## config.mk

```make
export PLATFORM = sky130hd
export DESIGN_NAME = fp_result_collector
export DESIGN_NICKNAME = d
export VERILOG_FILES = /design/src/rtl/fp_collector_pkg.sv /design/src/rtl/fp_round_saturate.sv /design/src/rtl/fp_result_collector.sv
export SDC_FILE = /design/constraint.sdc
export NUM_CORES = 1
export LEC_CHECK = 0
export ABC_CLOCK_PERIOD_IN_PS = 10200
export CORE_UTILIZATION = 45
export DETAILED_ROUTE_END_ITERATION = 8
export HOLD_SLACK_MARGIN = 0.02
export SETUP_SLACK_MARGIN = 0.2
export SYNTH_ARGS = -nofsm -noshare
export SYNTH_HDL_FRONTEND = slang
export SYNTH_SLANG_ARGS = --single-unit
```

## constraint.sdc

```tcl
create_clock -name clock -period 10.2 [get_ports clock]
set_clock_uncertainty 0.15 [all_clocks]
set_input_delay 3.06 -clock clock [delete_from_list [all_inputs] [get_ports clock]]
set_output_delay 3.06 -clock clock [all_outputs]
set_load 0.01 [all_outputs]
```

## src/rtl/fp_collector_pkg.sv

```systemverilog
`default_nettype none
// ============================================================================
// Module   : fp_collector_pkg
// Brief    : Shared widths, typedefs and saturation limits for FMA consumers.
// Revision : 1.0 - initial release
// ============================================================================
package fp_collector_pkg;

    localparam int C_DEF_IBITS   = 12;
    localparam int C_DEF_FBITS   = 20;
    localparam int C_DEF_ID_BITS = 4;

    localparam int C_SINGLE_W = C_DEF_IBITS + C_DEF_FBITS;
    localparam int C_DOUBLE_W = 2 * C_SINGLE_W;
    localparam int C_RESULT_W = C_DOUBLE_W + 1;

    typedef logic signed [C_SINGLE_W-1:0] single_t;
    typedef logic signed [C_DOUBLE_W-1:0] double_t;
    typedef logic signed [C_RESULT_W-1:0] result_t;

    localparam single_t C_SAT_MAX = {1'b0, {(C_SINGLE_W-1){1'b1}}};
    localparam single_t C_SAT_MIN = {1'b1, {(C_SINGLE_W-1){1'b0}}};

endpackage
`default_nettype wire

```

## src/rtl/fp_round_saturate.sv

```systemverilog
`default_nettype none
// ============================================================================
// Module   : fp_round_saturate
// Brief    : Rounds a full-width FMA result half-up and saturates to single width.
// Revision : 1.0 - initial release
// ============================================================================
module fp_round_saturate
    import fp_collector_pkg::*;
#(
    parameter int ibits = C_DEF_IBITS,
    parameter int fbits = C_DEF_FBITS
) (
    input  logic [2*(ibits+fbits):0] r,
    output logic [ibits+fbits-1:0]   odata,
    output logic                     osat
);

    localparam int c_sw = ibits + fbits;
    localparam int c_rw = 2 * c_sw + 1;
    localparam int c_tw = c_rw + 1;

    localparam logic signed [c_tw-1:0] c_half  = c_tw'(1) << (fbits - 1);
    localparam logic signed [c_tw-1:0] c_max_t = {{(c_tw-c_sw+1){1'b0}}, {(c_sw-1){1'b1}}};
    localparam logic signed [c_tw-1:0] c_min_t = {{(c_tw-c_sw+1){1'b1}}, {(c_sw-1){1'b0}}};

    logic signed [c_tw-1:0] w_sum;
    logic signed [c_tw-1:0] w_t;

    // One guard bit keeps the rounding add from overflowing.
    assign w_sum = $signed({r[c_rw-1], r}) + c_half;
    assign w_t   = w_sum >>> fbits;

    always_comb begin
        odata = w_t[c_sw-1:0];
        osat  = 1'b0;
        if (w_t > c_max_t) begin
            odata = {1'b0, {(c_sw-1){1'b1}}};
            osat  = 1'b1;
        end else if (w_t < c_min_t) begin
            odata = {1'b1, {(c_sw-1){1'b0}}};
            osat  = 1'b1;
        end
    end

endmodule
`default_nettype wire

```

## src/rtl/fp_result_collector.sv

```systemverilog
`default_nettype none
// ============================================================================
// Module   : fp_result_collector
// Brief    : Id allocator and reorder buffer releasing rounded FMA results in order.
// Revision : 1.0 - initial release
// ============================================================================
module fp_result_collector
    import fp_collector_pkg::*;
#(
    parameter int ibits   = C_DEF_IBITS,
    parameter int fbits   = C_DEF_FBITS,
    parameter int id_bits = C_DEF_ID_BITS
) (
    input  logic                     clock,
    input  logic                     reset,
    input  logic                     alloc_valid,
    output logic                     alloc_ready,
    output logic [id_bits-1:0]       alloc_id,
    input  logic                     rvalid,
    input  logic [2*(ibits+fbits):0] r,
    input  logic [id_bits-1:0]       rid,
    output logic                     rack,
    output logic                     ovalid,
    input  logic                     oready,
    output logic [ibits+fbits-1:0]   odata,
    output logic [id_bits-1:0]       oid,
    output logic                     osat,
    output logic                     err
);

    localparam int                c_slots = 2 ** id_bits;
    localparam int                c_sw    = ibits + fbits;
    localparam logic [id_bits:0]  c_depth = (id_bits+1)'(c_slots);

    logic [id_bits-1:0] r_head;
    logic [id_bits-1:0] r_tail;
    logic [id_bits:0]   r_count;
    logic               r_alloc_ready;
    logic               r_rack;
    logic               r_err;
    logic [c_slots-1:0] r_done;
    logic [c_sw-1:0]    r_val [c_slots];
    logic               r_sat [c_slots];
    logic               r_ovalid;
    logic [c_sw-1:0]    r_odata;
    logic [id_bits-1:0] r_oid;
    logic               r_osat;

    logic               w_alloc;
    logic               w_accept;
    logic [id_bits-1:0] w_rel;
    logic               w_allocated;
    logic               w_legal;
    logic               w_load;
    logic [id_bits:0]   w_count_next;
    logic [c_sw-1:0]    w_rs_data;
    logic               w_rs_sat;

    fp_round_saturate #(
        .ibits (ibits),
        .fbits (fbits)
    ) u_round_saturate (
        .r     (r),
        .odata (w_rs_data),
        .osat  (w_rs_sat)
    );

    assign w_alloc      = alloc_valid && r_alloc_ready;
    assign w_accept     = rvalid && r_rack;
    // An id is live when its distance from tail lies inside the occupied window.
    assign w_rel        = rid - r_tail;
    assign w_allocated  = ({1'b0, w_rel} < r_count);
    assign w_legal      = w_accept && w_allocated && !r_done[rid];
    assign w_load       = r_done[r_tail] && (!r_ovalid || oready);
    assign w_count_next = r_count + {{id_bits{1'b0}}, w_alloc} - {{id_bits{1'b0}}, w_load};

    always_ff @(posedge clock or posedge reset) begin
        if (reset) begin
            r_head        <= '0;
            r_tail        <= '0;
            r_count       <= '0;
            r_alloc_ready <= 1'b0;
            r_rack        <= 1'b0;
            r_err         <= 1'b0;
            r_done        <= '0;
            r_ovalid      <= 1'b0;
            r_odata       <= '0;
            r_oid         <= '0;
            r_osat        <= 1'b0;
        end else begin
            r_rack        <= 1'b1;
            r_count       <= w_count_next;
            r_alloc_ready <= (w_count_next < c_depth);
            if (w_alloc)
                r_head <= r_head + id_bits'(1);
            if (w_accept && !w_legal)
                r_err <= 1'b1;
            if (w_legal)
                r_done[rid] <= 1'b1;
            if (w_load) begin
                r_done[r_tail] <= 1'b0;
                r_tail         <= r_tail + id_bits'(1);
                r_ovalid       <= 1'b1;
                r_odata        <= r_val[r_tail];
                r_oid          <= r_tail;
                r_osat         <= r_sat[r_tail];
            end else if (oready) begin
                r_ovalid <= 1'b0;
            end
        end
    end

    // Payload storage needs no reset; done bits guard every read.
    always_ff @(posedge clock) begin
        if (w_legal) begin
            r_val[rid] <= w_rs_data;
            r_sat[rid] <= w_rs_sat;
        end
    end

    assign alloc_ready = r_alloc_ready;
    assign alloc_id    = r_head;
    assign rack        = r_rack;
    assign ovalid      = r_ovalid;
    assign odata       = r_odata;
    assign oid         = r_oid;
    assign osat        = r_osat;
    assign err         = r_err;

endmodule
`default_nettype wire

```

Word level (Yosys, flattened, before mapping). Memories as Yosys holds them, arrays and structs flattened. A register that Yosys moved wholly into a read port is not among the register bits. Index checks and enable logic that the tools add are counted.

Output and inout port bits: 45. Input port bits: 74. Word-level logic and storage cells: 59. Memories: 2. Memory bits (writable): 528. Flip-flop bits (word level): 37.

Magnitude comparators: 8. Bitwise operators: 3. Multiplexer cells: 18. Reduce and logical (&&, ||, !) cells: 13. Add/sub/neg operators: 6.

Memory list: r_val (words 16, width 32, rd ports 1, clocked after memory_dff 1, write ports 1, RTL line fp_result_collector.sv:42) `logic [c_sw-1:0] r_val [c_slots];`; r_sat (words 16, width 1, rd ports 1, clocked after memory_dff 1, write ports 1, RTL line fp_result_collector.sv:43) `logic r_sat [c_slots];`.

Operators by type and width (number): 65-bit by 21-bit adder with 66-bit output (second input constant) (1); 32-bit two-way mux (2); 46-bit by 32-bit greater-than comparator with 1-bit output (second input constant) (1); 46-bit by 32-bit less-than comparator with 1-bit output (second input constant) (1); 16-bit two-way mux (2); 16-bit bitwise AND (1); 16-bit inverter (1); 16-bit OR (1); 4-bit by 5-bit less-than comparator with 1-bit output (second input constant) (2); 1-bit two-way mux (10); 4-bit by 1-bit adder with 4-bit output (second input constant) (2); 1-bit binary-select mux with 4-bit select (2); 1-bit demux with 4-bit select (2); 4-bit by 1-bit greater-or-equal comparator with 1-bit output (second input constant) (2); 1-bit logical AND (8); 5-bit by 1-bit adder with 5-bit output (1); 4-bit by 5-bit less-than comparator with 1-bit output (1); 5-bit less-than comparator (second input constant) (1); 5-bit by 1-bit subtractor with 5-bit output (1); 4-bit subtractor (1); 1-bit logical NOT (3); 2-bit nonzero test (1); 1-bit logical OR (1).

Logic depth before layout (Yosys ltp).
Depth in word-level cells: 8. Mapped depth: 16. Depth with buffers taken out: 14.

Hierarchy. From an unflattened synthesis, not the netlist that was laid out.

Cells, all modules: 1267. Area, all modules: 24483.5 um^2.

Modules (own cells, without submodules): fp_result_collector (area an instance 23125.9 um^2, cells each 1079, times used 1, sequential area each 17606.9 um^2); fp_round_saturate (area an instance 1357.6 um^2, cells each 188, times used 1, sequential area each 0.0 um^2).

Worst setup path before layout. No wires, ideal clock.

Path type: input-to-reg. From: in rid[0]. To: mem r_sat[8] (enable). Path buffers: 3. Data arrival time: 8.907 ns. Setup time: 0.509 ns. Path slack: 0.633 ns. Data required time: 9.541 ns. Cell stages on the path: 14. Cells stage by stage: clkbuf_1 -> clkbuf_1 -> inv_1 -> ha_1 -> inv_1 -> fa_1 -> ha_1 -> a21boi_0 -> o21a_1 -> o21ai_0 -> a21oi_1 -> or3_1 -> buf_2 -> nor4_1.

Word-level cells in the longest chain between the ends: 6. Elaborated cells on any way between the ends: 9. Classes of those cells: add/sub: 1; order compare: 1; mux: 4; reduce/logical: 3.

Ends and longest elaborated chain: start: declaration (RTL line fp_result_collector.sv:21) `input logic [id_bits-1:0] rid,`; 4-bit subtractor / 1-bit binary-select mux with 4-bit select (equally long branches) (RTL line fp_result_collector.sv:71, fp_result_collector.sv:73); 4-bit by 5-bit less-than comparator with 1-bit output / 1-bit two-way mux (equally long branches) (RTL line fp_result_collector.sv:72, fp_result_collector.sv:73); 1-bit logical AND / 1-bit logical NOT (equally long branches) (RTL line fp_result_collector.sv:73) `assign w_legal = w_accept && w_allocated && !r_done[rid];`; 1-bit logical AND (RTL line fp_result_collector.sv:73); 1-bit two-way mux (RTL line fp_result_collector.sv:115) `if (w_legal) begin`; 1-bit two-way mux (not written as such) (RTL line fp_result_collector.sv:117) `r_sat[rid] <= w_rs_sat;`; end: declaration (RTL line fp_result_collector.sv:43).

Several ways; a longest one is shown, not always the timed one. The select of a mux whose other input is x is not followed.

Final worst setup path.
From: in rid[0]. To: mem r_val[9][20] in the netlist's numbering (enable).

Word-level cells in the longest chain between the ends: 6. Elaborated cells on any way between the ends: 9. Classes of those cells: add/sub: 1; order compare: 1; mux: 4; reduce/logical: 3.

Ends and longest elaborated chain: 4-bit subtractor / 1-bit binary-select mux with 4-bit select (equally long branches) (RTL line fp_result_collector.sv:71, fp_result_collector.sv:73); 4-bit by 5-bit less-than comparator with 1-bit output / 1-bit two-way mux (equally long branches) (RTL line fp_result_collector.sv:72, fp_result_collector.sv:73); 1-bit logical AND / 1-bit logical NOT (equally long branches) (RTL line fp_result_collector.sv:73); 1-bit logical AND (RTL line fp_result_collector.sv:73); 1-bit two-way mux (RTL line fp_result_collector.sv:115); 1-bit two-way mux (not written as such) (RTL line fp_result_collector.sv:116) `r_val[rid] <= w_rs_data;`; end: declaration (RTL line fp_result_collector.sv:42).

Several ways; a longest one is shown, not always the timed one. The select of a mux whose other input is x is not followed.

==> metrics.txt <==
register area share after synthesis 71.4%; GRT Total Usage between 20% and 30%; clk sinks ~600; # rows 85; slew margin rel. under 10%; Cell Area, Synth between 0.02 and 0.025 mm^2; Util after Layout between 50% and 60%; Die Area around 0.056 mm^2; max cap viols 0; Worst Path Arrival about 7.8 ns; Ys Warns 0; worst reg-to-reg setup slack 4.80 ns; worst slack at placement 1.90 ns; multiplexer area fraction after synthesis between 10% and 20%; worst min path class reg2reg; Critical R2R Launch r_tail[1]$_DFFE_PP0P_; VDD IR max approximately 0.14 mV; core area approximately 0.054 mm^2; Final min period 7.60 ns; Worst setup EP type flip-flop; Finished Layout Cells 2088; detailed placement HPWL 32.1 mm; r2r endpoint alloc_ready$_DFF_PP0_; CP Class in2reg; Hold Vio Cnt, Final 0; leakage power roughly 9.1 nW; Hold Path Origin err$_DFFE_PP0P_; Pwr per Cell Area around 250 mW/mm^2; Synth Area per Inst approximately 20 um^2; post-route ant nets 0; drt via density 5.89; Tightest Pin Transition 1.39 ns; Chip Height about 240 um; number of post-CTS setup repair buffers 0; hold_buf cts 0; R2R depth 16; boundary pin count roughly 120; post-synthesis compound-gate area fraction just over 3%; initial antenna violation count 0; H-Tree Level Count 2; ANT cells 0; xor/xnor cell area share of the yosys netlist 1.74%; Final setup violation count 0; most common cell after layout, fill and taps aside edfxtp_1; Synth Area in Adders 1.03%; data required time of the worst path 10.36 ns; Post-synth EDFFs 528; GRT overflow 0; Yosys reg bits about 600; root buf cell clkbuf_16; post-cts gate resize count 0; Die W approximately 240 um; outcome completed; # DRC 0; Nets between 1000 and 1500; synth unique cells 58; Mapped Cells 1215; unrepaired setup endpoints after global routing false; synthesized net count 1308; Starting DRT DRC Count between 1000 and 1500; maximum clock rate about 0.13 GHz; vias in the first global route ~13000; DRT Wirelength between 50 and 60 mm; Routed WL per cell around 27 um; share of layout cells above drive strength 1 a little over a quarter; most frequent cells in the layout 528 x edfxtp_1, 174 x mux4_2, 99 x clkdlybuf4s50_1; largest family of logic cells by synthesized area multiplexers; worst hold slack approximately 0.32 ns; CP startpoint kind input pin; fraction of registers with async set/reset about an eighth; Synth Area in Simple Gates 3.75%; # placed instances approximately 2000; Clock transition at path regs 0.06 ns; CTS tree done; Pins Over Slew Limit 0; CTS buffer count 59; Final TNS setup 0 ns; final worst-path setup slack 2.60 ns; first-pass GRT wire length 84.0 mm; clock tree buffer depth 3; area grow syn2layout 15.2%; port bufs 99; vias 12300; Crit Path Max Fanout 20; hold path endpoint err$_DFFE_PP0P_; Primary FF master, synth edfxtp_1; Starting Density roughly 46%; Initial DRT Pass Iterations 4; RePlAce Congestion roughly 0.77; hold path cells 1; Tcrit/Tclk final between 70% and 80%; pin count of the biggest net entering global routing 71; later-pin clock latency in the skew report roughly 0.60 ns
==> how the worst max path moves through the flow <==
stage / startpoint / end / slack (ns)
global route: rid[0] / r_val[9][28]$_DFFE_PP_ / 2.33
floorplan: rid[0] / r_sat[8]$_DFFE_PP_ / 0.63
finish: rid[0] / r_val[9][20]$_DFFE_PP_ / 2.60
CTS: rid[0] / r_val[9][20]$_DFFE_PP_ / 2.53
detailed placement: rid[0] / r_val[9][23]$_DFFE_PP_ / 1.90
global placement: rid[0] / r_val[9][25]$_DFFE_PP_ / 1.85
==> per-layer routing <==
layer  GRT usage, %  share of wire, %
met5              0                 0
met4           4.81               1.8
met3           3.72               5.4
met2           32.8                48
met1           30.2                45
==> Yosys cell counts, types with 2 or more instances <==
| cell type | n | area [um^2] |
|---|---|---|
| edfxtp_1 | 528 | 15900 |
| mux4_2 | 174 | 3920 |
| dfrtp_1 | 70 | 1750 |
| clkbuf_1 | 34 | 128 |
| mux2_2 | 34 | 383 |
| nand3_1 | 33 | 165 |
| nand2_1 | 32 | 120 |
| a22oi_2 | 30 | 375 |
| nor2_1 | 28 | 105 |
| xor2_1 | 26 | 228 |
| xnor2_1 | 23 | 201 |
| inv_1 | 21 | 78.8 |
| ha_1 | 17 | 213 |
| nand4_1 | 15 | 93.8 |
| nor3_1 | 15 | 75.1 |
| a21oi_1 | 13 | 65.1 |
| buf_1 | 11 | 41.3 |
| o21a_1 | 10 | 75.1 |
| buf_2 | 9 | 45.0 |
| and3_1 | 8 | 50.1 |
| a2bb2oi_1 | 7 | 61.3 |
| and4_1 | 6 | 52.6 |
| nor4_1 | 6 | 37.5 |
| o21ai_0 | 6 | 30.0 |
| nand2b_1 | 5 | 31.3 |
| and2_1 | 4 | 25.0 |
| nor2b_1 | 4 | 25.0 |
| a21o_1 | 3 | 22.5 |
| buf_4 | 3 | 22.5 |
| buf_6 | 3 | 33.8 |
| nor4_2 | 3 | 37.5 |
| or4_1 | 3 | 22.5 |
| a211oi_1 | 2 | 15.0 |
| fa_1 | 2 | 40.0 |
| mux2i_1 | 2 | 20.0 |
| or2_2 | 2 | 12.5 |
| or3_1 | 2 | 12.5 |
==> where the power goes <==
part	total [mW]	leakage, nW	internal, mW	switching [mW]
Sequential	3.00	5.64	2.86	0.142
Combinational	2.12	2.62	1.15	0.976
Clock	2.02	0.861	1.14	0.885
==> area by class of cell <==
type                            count  area [um^2]
Clock buffer                       82         1600
Inverter                           21         80.1
Clock inverter                     23          165
Timing Repair Buffer              132         1240
Multi-Input combinational cell    536         6810
Fill cell                        4223        25500
Sequential cell                   598        17600
Tap cell                          696          871
==> registers in the layout (all words and copies together), names as in the netlist <==
signal / count
r_val: 512
odata: 32
r_done: 16
oid: 4
alloc_ready: 1
osat: 1
r_sat: 16
rack: 1
r_count: 5
r_tail: 4
alloc_id: 4
ovalid: 1
err: 1
==> cells by family (layout without fill, tap and decap cells) <==
| family | count (synthesis) | count (layout) |
|---|---|---|
| AOI/OAI and AO/OA | 85 | 85 |
| xor gates and xnor gates | 49 | 49 |
| adders and majority gates | 19 | 19 |
| buffers and inverters | 81 | 258 |
| DFF | 598 | 598 |
| muxes | 210 | 210 |
| other | 1 | 1 |
| and+or+nand+nor | 172 | 172 |
==> critical path: stages <==
cell and delay (ns):
clkdlybuf4s50_1 0.95, inv_1 0.20, ha_1 0.25, inv_1 0.08, fa_1 0.42, ha_1 0.27
a21boi_0 0.12, o21a_1 0.17, o21ai_0 0.15, a21oi_1 0.13, or3_1 0.55, or2_2 0.43
nor2_4 0.63, buf_4 0.32
==> metrics by stage <==
step	power [mW]	instance area (um^2)
after global placement	5.20	26600
after detailed placement	5.22	26600
after global routing	7.49	28400
after CTS	7.25	28400
final	7.15	28400
after floorplan	4.54	24700
Power figures use the tool's default switching activity.
